===== src/rtl/ll_node_alloc.sv =====
// Free-node allocator: free bitmap, lowest-free isolation, registered alloc candidate.
// Latency: candidate valid two edges after reset release and one edge after each handshake.
// Backpressure: a held candidate waits for alloc_req_i; requests without alloc_rdy_o are ignored.
module ll_node_alloc #(
   parameter int NUM_NODES = 16,
   localparam int IDX_W = $clog2(NUM_NODES),
   localparam int CNT_W = $clog2(NUM_NODES + 1)
) (
   input  logic             clk,
   input  logic             rst,
   input  logic             alloc_req_i,
   output logic             alloc_rdy_o,
   output logic [IDX_W-1:0] alloc_idx_o,
   input  logic             free_vld_i,
   input  logic [IDX_W-1:0] free_idx_i,
   output logic [CNT_W-1:0] free_cnt_o,
   output logic             empty_o,
   output logic             err_dbl_free_o
);

   // INIT: first edge after reset; REFILL: pick a candidate from the map;
   // HOLD: candidate presented; DRY: no candidate because the map is empty.
   typedef enum logic [1:0] {
      S_INIT   = 2'd0,
      S_REFILL = 2'd1,
      S_HOLD   = 2'd2,
      S_DRY    = 2'd3
   } state_e;

   state_e               state_q, state_d;
   logic [NUM_NODES-1:0] free_map_q, free_map_d;
   logic [IDX_W-1:0]     cand_q, cand_d;
   logic                 rdy_q, rdy_d;
   logic [CNT_W-1:0]     cnt_q, cnt_d;
   logic                 err_q, err_d;

   logic [NUM_NODES-1:0] iso;
   logic                 iso_found;
   logic [IDX_W-1:0]     pos;
   logic                 map_nonempty;
   logic                 hs;
   logic [IDX_W-1:0]     cand_bit;
   logic [IDX_W-1:0]     free_bit;
   logic                 free_ok;
   logic                 dbl_free;

   // Node p lives at bit NUM_NODES-1-p; with NUM_NODES a power of two that is ~p.
   assign cand_bit = ~cand_q;
   assign free_bit = ~free_idx_i;

   assign map_nonempty = |free_map_q;
   assign hs           = (state_q == S_HOLD) && alloc_req_i;
   assign free_ok      = free_vld_i && !free_map_q[free_bit];
   assign dbl_free     = free_vld_i &&  free_map_q[free_bit];

   // Keep only the highest set bit of the map, i.e. the lowest free node index.
   always_comb begin
      iso       = '0;
      iso_found = 1'b0;
      for (int b = NUM_NODES - 1; b >= 0; b--) begin
         if (free_map_q[b] && !iso_found) begin
            iso[b]    = 1'b1;
            iso_found = 1'b1;
         end
      end
   end

   // Encode the one-hot vector back to a node index (MSB encodes index 0).
   always_comb begin
      pos = '0;
      for (int b = 0; b < NUM_NODES; b++) begin
         if (iso[b]) begin
            pos = pos | IDX_W'(NUM_NODES - 1 - b);
         end
      end
   end

   // Next-state and datapath decisions, all taken from pre-edge register values.
   always_comb begin
      state_d    = state_q;
      free_map_d = free_map_q;
      cand_d     = cand_q;
      rdy_d      = rdy_q;
      cnt_d      = cnt_q;
      err_d      = dbl_free;

      unique case (state_q)
         S_INIT: begin
            state_d = S_REFILL;
         end
         S_REFILL, S_DRY: begin
            if (map_nonempty) begin
               state_d = S_HOLD;
               cand_d  = pos;
               rdy_d   = 1'b1;
            end else begin
               state_d = S_DRY;
            end
         end
         S_HOLD: begin
            if (alloc_req_i) begin
               // The candidate stays marked free until it is actually taken.
               state_d              = S_REFILL;
               rdy_d                = 1'b0;
               free_map_d[cand_bit] = 1'b0;
            end
         end
         default: begin
            state_d = S_INIT;
            rdy_d   = 1'b0;
         end
      endcase

      // A valid free can never hit the candidate (it is free), so it never
      // collides with the bit cleared by a same-edge handshake.
      if (free_ok) begin
         free_map_d[free_bit] = 1'b1;
      end

      unique case ({free_ok, hs})
         2'b10:   cnt_d = cnt_q + CNT_W'(1);
         2'b01:   cnt_d = cnt_q - CNT_W'(1);
         default: cnt_d = cnt_q;
      endcase
   end

   // State register; reset discards every allocation and any held candidate.
   always_ff @(posedge clk or posedge rst) begin
      if (rst) begin
         state_q <= S_INIT;
      end else begin
         state_q <= state_d;
      end
   end

   // Bitmap, candidate, counter and error flag registers.
   always_ff @(posedge clk or posedge rst) begin
      if (rst) begin
         free_map_q <= '1;
         cand_q     <= '0;
         rdy_q      <= 1'b0;
         cnt_q      <= CNT_W'(NUM_NODES);
         err_q      <= 1'b0;
      end else begin
         free_map_q <= free_map_d;
         cand_q     <= cand_d;
         rdy_q      <= rdy_d;
         cnt_q      <= cnt_d;
         err_q      <= err_d;
      end
   end

   assign alloc_rdy_o    = rdy_q;
   assign alloc_idx_o    = cand_q;
   assign free_cnt_o     = cnt_q;
   assign empty_o        = (cnt_q == '0);
   assign err_dbl_free_o = err_q;

   // The counter is a cached popcount of the map and can never exceed the slot count.
   a_cnt_matches_map: assert property (@(posedge clk) disable iff (rst)
      (cnt_q == CNT_W'($countones(free_map_q))) && (cnt_q <= CNT_W'(NUM_NODES)));

   // A presented candidate is always still marked free.
   a_cand_is_free: assert property (@(posedge clk) disable iff (rst)
      (state_q != S_HOLD) || free_map_q[cand_bit]);

   // The ready flag is exactly the HOLD state.
   a_rdy_is_hold: assert property (@(posedge clk) disable iff (rst)
      rdy_q == (state_q == S_HOLD));

endmodule

===== config.mk =====
export PLATFORM = sky130hd
export DESIGN_NAME = ll_node_alloc
export DESIGN_NICKNAME = d
export VERILOG_FILES = /design/src/rtl/ll_node_alloc.sv
export SDC_FILE = /design/constraint.sdc
export NUM_CORES = 1
export LEC_CHECK = 0
export CELL_PAD_IN_SITES_DETAIL_PLACEMENT = 1
export CELL_PAD_IN_SITES_GLOBAL_PLACEMENT = 1
export CORE_MARGIN = 2
export CORE_UTILIZATION = 35
export DETAILED_ROUTE_END_ITERATION = 7
export DONT_BUFFER_PORTS = 1
export GPL_TIMING_DRIVEN = 0
export PLACE_DENSITY_LB_ADDON = 0.1
export SYNTH_ARGS = -nofsm -noshare
export SYNTH_HDL_FRONTEND = slang
export SYNTH_SLANG_ARGS = --single-unit

===== constraint.sdc =====
create_clock -name clk -period 7.35 [get_ports clk]
set_clock_uncertainty 0.15 [all_clocks]
set_input_delay 0.3675 -clock clk [delete_from_list [all_inputs] [get_ports clk]]
set_output_delay 0.3675 -clock clk [all_outputs]
set_load 0.01 [all_outputs]

==> key figures, run 1 <==
Floorplanning
  • Chip width: 72.6 um
  • IO Count: 20
  • Row count: 24
  • Core ar.: 4440 um2
  • Die Y: 72.6 um
  • Initial Util: 0.370
  • Die area: 5270 um2

Logic synthesis
  • Synth cell types: 36
  • Async SR Flop Fraction: 1.00
  • Yosys top cell area share: 0.271
  • FF+latch count, synth: 29
  • Post-Synthesis Cells: 165
  • Synth area leader: dfstp_2
  • Largest cells by area after synthesis: dfstp_2 (27%), dfrtp_1 (18%), o21ai_0 (9.4%), mux4_2 (5.5%), a21oi_1 (3.0%)
  • Post-synth EDFFs: 0
  • YS warnings: 0
  • Syn_nets: 178
  • Avg Inst Size Synth: 9.97 um2
  • Dominant synthesized flop cell: dfstp_2
  • Register area share after synthesis: 0.454
  • Mapped cell area: 1650 um2

Critical path
  • Crit path launch: free_map_q[2]$_DFF_PP1_
  • R2r setup slk: 3.91 ns
  • Worst reg-to-reg path cell count: 11
  • Startpoint Class: flip-flop
  • Worst Path Class, Setup: flip-flop to flip-flop
  • FF-to-FF End: free_cnt_o[4]$_DFFE_PP1P_
  • Reg2Reg Launch Point: free_map_q[2]$_DFF_PP1_
  • Critical Path AT: 3.50 ns
  • Max FO, Critical Path: 5
  • Critical path endpoint: free_cnt_o[4]$_DFFE_PP1P_
  • Setup crit end kind: flip-flop
  • Worst path required time: 7.41 ns

Cells and area
  • Layout cell share with drive strength beyond 1: 0.214
  • Fin area: 1800 um2
  • Fill cells: 515
  • NumNets Final: 185
  • Layout Area Growth over Synthesis: 9.43%
  • Diode count: 0
  • Leading cell type in the layout, fill and taps excluded: o21ai_0
  • Most frequent cells in the layout: o21ai_0 (31), dfstp_2 (17), dfrtp_1 (12)

Route
  • DRC violations left: 0
  • Initial DRT Pass Iterations: 4
  • Via count: 1346
  • Starting DRT DRC Count: 92
  • Vias per cell: 5.98
  • Final WL: 4490 um
  • Post-DRT Antenna Nets: 0
  • WL per Instance: 20.0 um

Global route
  • Vias in the first global route: 1376
  • GRT Total Usage: 0.188
  • Initial antenna violation count: 0
  • Total grt overflow: 0
  • First-pass GRT wire length: 7270 um
  • Largest net degree at the start of global routing: 30

Power
  • Peak VDD IR: 0.162 mV
  • PnR Total Power: 833 uW
  • Cell area power density: 463 nW/um2
  • Register share of total power: 0.478
  • Leakage power: 0.000685 uW
  • Sw Ratio: 0.414
  • Psw: 345 uW
  • Clock Power Share: 0.165
  • Power Internal: 488 uW
  • Combinational share of power: 0.357

Clocking
  • Reg clk slew, reported paths: 0.07 ns
  • Worst-Skew Late Latency: 0.28 ns
  • Post-CTS Repair Setup Buffers: 0
  • Post-cts hold buffer count: 0
  • Post-cts sizing count: 0
  • CTS tree: built
  • CTS Sinks: 29
  • Num CTS Buffers: 5
  • Number of H-tree levels: 2
  • Clock buffer depth: 2
  • CTS Root Cell: clkbuf_8

Placement
  • Placement Cell Area: 1710 um2
  • Detailed placer's ending HPWL: 3330 um
  • Input/output buffers: 0
  • RD Place Congestion: 0.846

Timing
  • Fin. max-slew vios: 0
  • Worst Tran Pin Value: 1.10 ns
  • RSZ-0062 raised after global routing: false
  • Tcrit/Tclk final: 0.468
  • Endpoints failing setup: 0
  • Setup TNS: 0 ns
  • Max Fclk: 291 MHz
  • Hold Worst Slack: 0.0783 ns
  • Fin. Hold Viols: 0
  • Min Tclk post-route: 3.44 ns
  • Slew HR: 0.266

Run
  • Max Cap Violations: 0

Outcome
  • Status: complete, no violations

Min path
  • Hold Path Class: input port to flip-flop
how the worst min path moves through the flow:
stage,from,endpoint,slack (ns),cells past startpoint
after floorplan,rst,alloc_idx_o[0]$_DFFE_PP0P_,0.28,1
after global placement,state_q[1]$_DFFE_PP0P_,state_q[1]$_DFFE_PP0P_,0.33,1
after detailed placement,state_q[1]$_DFFE_PP0P_,state_q[1]$_DFFE_PP0P_,0.34,1
after CTS,free_vld_i,err_dbl_free_o$_DFF_PP0_,0.08,1
after global routing,free_vld_i,err_dbl_free_o$_DFF_PP0_,0.07,1
final,free_vld_i,err_dbl_free_o$_DFF_PP0_,0.08,1
final cells by class:
type | count | area [um2] | area share
multi-input cells | 122 | 831 | 0.461
flip-flops and latches | 29 | 747 | 0.415
clock buffers | 8 | 90.1 | 0.0500
well taps | 52 | 65.1 | 0.0361
inverters | 11 | 41.3 | 0.0229
plain buffers | 3 | 26.3 | 0.0146
critical path, cell delays in order (launching register included):
cell,delay [ns]
dfstp_2,0.40
mux4_2,0.48
mux2_2,0.28
a21oi_1,0.19
nand2_1,0.13
ha_1,0.28
ha_1,0.33
nor2b_1,0.15
o21ai_0,0.25
a21oi_1,0.11
or3b_2,0.46
xnor2_1,0.15
per-layer routing:
metal  vias up  track usage  wire length (um)
met5         -            0                 0
met4         0       0.0556                56
met3         6       0.0472               258
met2        55        0.291              2080
met1       669        0.261              2100
li1        616            -                 -
cells in the mapped netlist (2+ instances only):
master    instances
nand3b_1          5
inv_1            11
buf_6             2
a21oi_1          10
mux4_2            4
a21o_1            2
ha_1              4
nand3_1           5
dfstp_2          17
o21ai_0          31
or3b_2            2
or3b_4            2
nand2b_1          2
nor2b_1           4
xnor2_1           2
nand2_1           9
nor4_2            2
nor4_1            2
nor2_1            8
o21ai_1          10
mux2i_1           2
dfrtp_1          12
or3_1             3
xor2_1            2
power by group through the flow:
stage / Combinational [uW] / Clock [uW] / Sequential [uW]
finish: 297 / 137 / 399
CTS: 300 / 141 / 397
global placement: 285 / 0 / 394
global route: 337 / 148 / 416
floorplan: 233 / 0 / 362
detailed placement: 299 / 0 / 399
cells by family (layout without fill, tap and decap cells):
| group | count (synthesis) | in the layout | share of synthesized area |
|---|---|---|---|
| adder cells (fa/ha/maj) | 5 | 5 | 0.0426 |
| buffers and inverters | 14 | 22 | 0.0411 |
| AND/OR/NAND/NOR | 46 | 46 | 0.170 |
| multiplexers | 7 | 7 | 0.0738 |
| XOR/XNOR | 4 | 4 | 0.0213 |
| flip-flops | 29 | 29 | 0.454 |
| AO/OA/AOI/OAI | 60 | 60 | 0.198 |
registers in the layout, indices dropped and copies added, names as in the netlist:
signal,cells
alloc_idx_o,4
alloc_rdy_o,1
err_dbl_free_o,1
free_cnt_o,5
free_map_q,16
state_q,2
per-stage QoR:
| stage | instances | util | worst slack [ns] |
|---|---|---|---|
| 3_3_place_gp | 217 | 0.385 | 3.87 |
| 5_1_grt | 225 | 0.405 | 3.72 |
| 4_1_cts | 225 | 0.405 | 3.90 |
| 3_5_place_dp | 217 | 0.385 | 3.75 |
| 6_report | 225 | 0.405 | 3.91 |
| 2_1_floorplan | 165 | - | 4.14 |
Note: power is estimated with default switching activity, not from simulation.
==> run 2, diff against run 1 <==
--- a/config.mk
+++ b/config.mk
@@ -5,6 +5,7 @@
 export SDC_FILE = /design/constraint.sdc
 export NUM_CORES = 1
 export LEC_CHECK = 0
+export ABC_AREA = 1
 export CELL_PAD_IN_SITES_DETAIL_PLACEMENT = 1
 export CELL_PAD_IN_SITES_GLOBAL_PLACEMENT = 1
 export CORE_MARGIN = 2
==> constraint.sdc (replaced) <==
create_clock -name clk -period 3.6 [get_ports clk]
set_clock_uncertainty 0.15 [all_clocks]
set_input_delay 0.18 -clock clk [delete_from_list [all_inputs] [get_ports clk]]
set_output_delay 0.18 -clock clk [all_outputs]
set_load 0.01 [all_outputs]
==> key figures, run 2 <==
Outcome
  • Status: complete, no violations

Floorplanning
  • Core ar.: 5200 um2 (+17%)
  • IO Count: 20 (unchanged)
  • Die Y: 77.9 um (+7.4%)
  • Chip width: 77.9 um (+7.4%)
  • Initial Util: 0.367 (-0.00291)
  • Die area: 6070 um2 (+15%)
  • Row count: 26 (+8.3%)

Placement
  • Placement Cell Area: 2000 um2 (+17%)
  • Input/output buffers: 0 (unchanged)
  • Dpl cells: 336 (+55%)
  • Detailed placer's ending HPWL: 3880 um (+16%)
  • RD Place Congestion: 0.744 (-12%)

Logic synthesis
  • FF+latch count, synth: 29 (unchanged)
  • Post-synth top cells: nand2_1 (82), nor2_1 (38), inv_1 (26)
  • YS warnings: 0 (unchanged)
  • Post-Synthesis Cells: 266 (+61%)
  • Synth cell types: 27 (-25%)
  • Synth area leader: dfstp_2
  • Yosys top cell area share: 0.234 (-0.0378)
  • Avg Inst Size Synth: 7.19 um2 (-28%)
  • Post-synth EDFFs: 0 (unchanged)
  • Dominant synthesized flop cell: dfstp_2
  • Mapped cell area: 1910 um2 (+16%)
  • Async SR Flop Fraction: 1.00 (unchanged)
  • Cell with the most instances after synthesis: nand2_1
  • Largest cells by area after synthesis: dfstp_2 (23%), nand2_1 (16%), dfrtp_1 (16%), nor2_1 (7.5%), o21ai_0 (6.0%)
  • Syn_nets: 279 (+57%)
  • Register area share after synthesis: 0.391 (-0.0633)

Clocking
  • Reg clk slew, reported paths: 0.07 ns (about the same)
  • CTS Sinks: 29 (unchanged)
  • CTS tree: built
  • Number of H-tree levels: 2 (unchanged)
  • Num CTS Buffers: 5 (unchanged)
  • Worst-Skew Late Latency: 0.29 ns (about the same)
  • Clock buffer depth: 2 (unchanged)
  • CTS Root Cell: clkbuf_8
  • Post-cts sizing count: 0 (unchanged)

Cells and area
  • NumNets Final: 288 (+56%)
  • Layout Area Growth over Synthesis: 11.7%
  • Final Non-Filler Cells: 346 (+54%)
  • Fin area: 2140 um2 (+19%)
  • Layout cell share with drive strength beyond 1: 0.163 (-0.0508)
  • Leading cell type in the layout, fill and taps excluded: nand2_1
  • Most frequent cells in the layout: nand2_1 (82), nor2_1 (38), inv_1 (26)
  • Max FFs per register: 16 (unchanged)
  • Top reg by flops: free_map_q
  • Diode count: 0 (unchanged)

Critical path
  • Worst Path Class, Setup: flip-flop to flip-flop
  • Setup crit end kind: flip-flop
  • Worst path required time: 3.66 ns (-3.75 ns)
  • Top delay family on crit path: simple AND/OR/NAND/NOR gates
  • Slowest stage delay, CP: 0.58 ns (+0.10 ns)
  • Most frequent CP cell: nand2_1
  • Max FO, Critical Path: 10 (+5)
  • CP max-delay cell: dfstp_2
  • Reg2Reg Launch Point: free_map_q[8]$_DFF_PP1_
  • Buf/Inv on CP: 3 (+3)
  • CP cell instances: nand2_1 > nand2_1 > nand2_1 > nand2_1 > nand2_2 > nand2_2 > nor2_8 > buf_12 > nand2_1 > ha_1 > inv_1 > fa_1 > inv_1 > nand3_1 > nand2_1 > a21oi_1 > o21ai_0 > xnor2_1
  • Startpoint Class: flip-flop
  • Critical Path AT: 2.87 ns (-0.63 ns)
  • Crit path launch: free_map_q[8]$_DFF_PP1_

Timing
  • Fin. max-slew vios: 0 (unchanged)
  • Setup TNS: 0 ns (unchanged)
  • Tcrit/Tclk final: 0.781 (+0.313)
  • Endpoints failing setup: 0 (unchanged)
  • Worst Tran Pin Value: 1.18 ns (+0.0838 ns)
  • Min Tclk post-route: 2.81 ns (-0.626 ns)
  • Max Fclk: 356 MHz (+22%)
  • Fin. Hold Viols: 0 (unchanged)
  • Slew HR: 0.210 (-0.0559)
  • RSZ-0062 raised after global routing: false

Route
  • Initial DRT Pass Iterations: 4 (unchanged)
  • Vias per cell: 4.96 (-17%)
  • Wl on met1: 2490 um (+19%)
  • Metal2 WL: 2440 um (+17%)
  • DRC violations left: 0 (unchanged)
  • Post-DRT Antenna Nets: 0 (unchanged)
  • Via count: 1716 (+27%)
  • WL per Instance: 15.1 um (-25%)
  • DR top layer: met4
  • Starting DRT DRC Count: 104 (+13%)
  • Final WL: 5210 um (+16%)
  • DR WL met3: 203 um (-21%)

Global route
  • Largest net degree at the start of global routing: 30 (unchanged)
  • Initial antenna violation count: 0 (unchanged)
  • Total grt overflow: 0 (unchanged)
  • Vias in the first global route: 1715 (+25%)
  • First-pass GRT wire length: 8900 um (+23%)
  • GRT Total Usage: 0.193 (+0.00480)

Power
  • Cell area power density: 805 nW/um2 (+74%)
  • Leakage power: 0.00100 uW (+46%)
  • Peak VDD IR: 0.329 mV (+100%)

Min path
  • Worst hold start: free_idx_i[3]
  • Hold Path Class: input port to flip-flop

Run
  • Max Cap Violations: 0 (unchanged)
[run 2: timing repair]
action / in CTS / in global routing
hold buffers: 2 / 0
buffers inserted: 0 / 0
endpoints found under the hold margin: 14 / 0
[run 2: worst min-delay path, cell delays in order]
cell and delay (ns):
nand2_1 0.14, nor2_1 0.06, nand3_1 0.08, nand2_1 0.05
[run 2: worst paths after layout]
check                                       endpoint  slack [ns]  cells past startpoint
max                        free_cnt_o[4]$_DFFE_PP1P_        0.79                     18
min                          free_map_q[5]$_DFF_PP1_        0.07                      4
max reg2reg                free_cnt_o[4]$_DFFE_PP1P_        0.79                     18
min reg2reg                 free_map_q[15]$_DFF_PP1_        0.35                      2
max in group asynchronous   err_dbl_free_o$_DFF_PP0_        2.08                      2
min in group asynchronous  free_cnt_o[0]$_DFFE_PP0P_        0.50                      2
[run 2: logic make-up after synthesis]
group | count (synthesis) | synth area share
XOR/XNOR | 3 | 0.0137
adder cells (fa/ha/maj) | 5 | 0.0367
AND/OR/NAND/NOR | 158 | 0.369
buffers and inverters | 33 | 0.0825
flip-flops | 29 | 0.391
AO/OA/AOI/OAI | 38 | 0.107
[run 2: final cells by class]
type                            instances  area (um2)
Clock inverter                          1        30.0
Inverter                               28         105
Fill cell                             686        3070
Clock buffer                            7        86.3
Tap cell                               70        87.6
Sequential cell                        29         747
Timing Repair Buffer                    2        20.0
Multi-Input combinational cell        204        1010
Buffer                                  5        52.6
[run 2: metal layers]
metal / GRT usage / vias to the layer above
met4: 0.0684 / 0
met2: 0.309 / 29
met5: 0 / -
li1: - / 866
met1: 0.256 / 815
met3: 0.0419 / 6
[run 2: stage by stage]
step	power [uW]	util	worst slack, ns	hold WS, ns
after floorplan	1180	-	1.11	0.0955
after global placement	1350	0.384	0.816	0.130
after detailed placement	1370	0.384	0.790	0.134
after CTS	1740	0.410	0.760	0.0693
after global routing	1880	0.410	0.514	0.0767
final	1720	0.410	0.789	0.0682
[run 2: power by group]
part	total (uW)	internal (uW)	switching [uW]	leakage, uW
sequential	740	540	200	0.000323
clock	355	225	130	0.0000585
combinational	625	234	391	0.000622
total	1720	999	720	0.00100
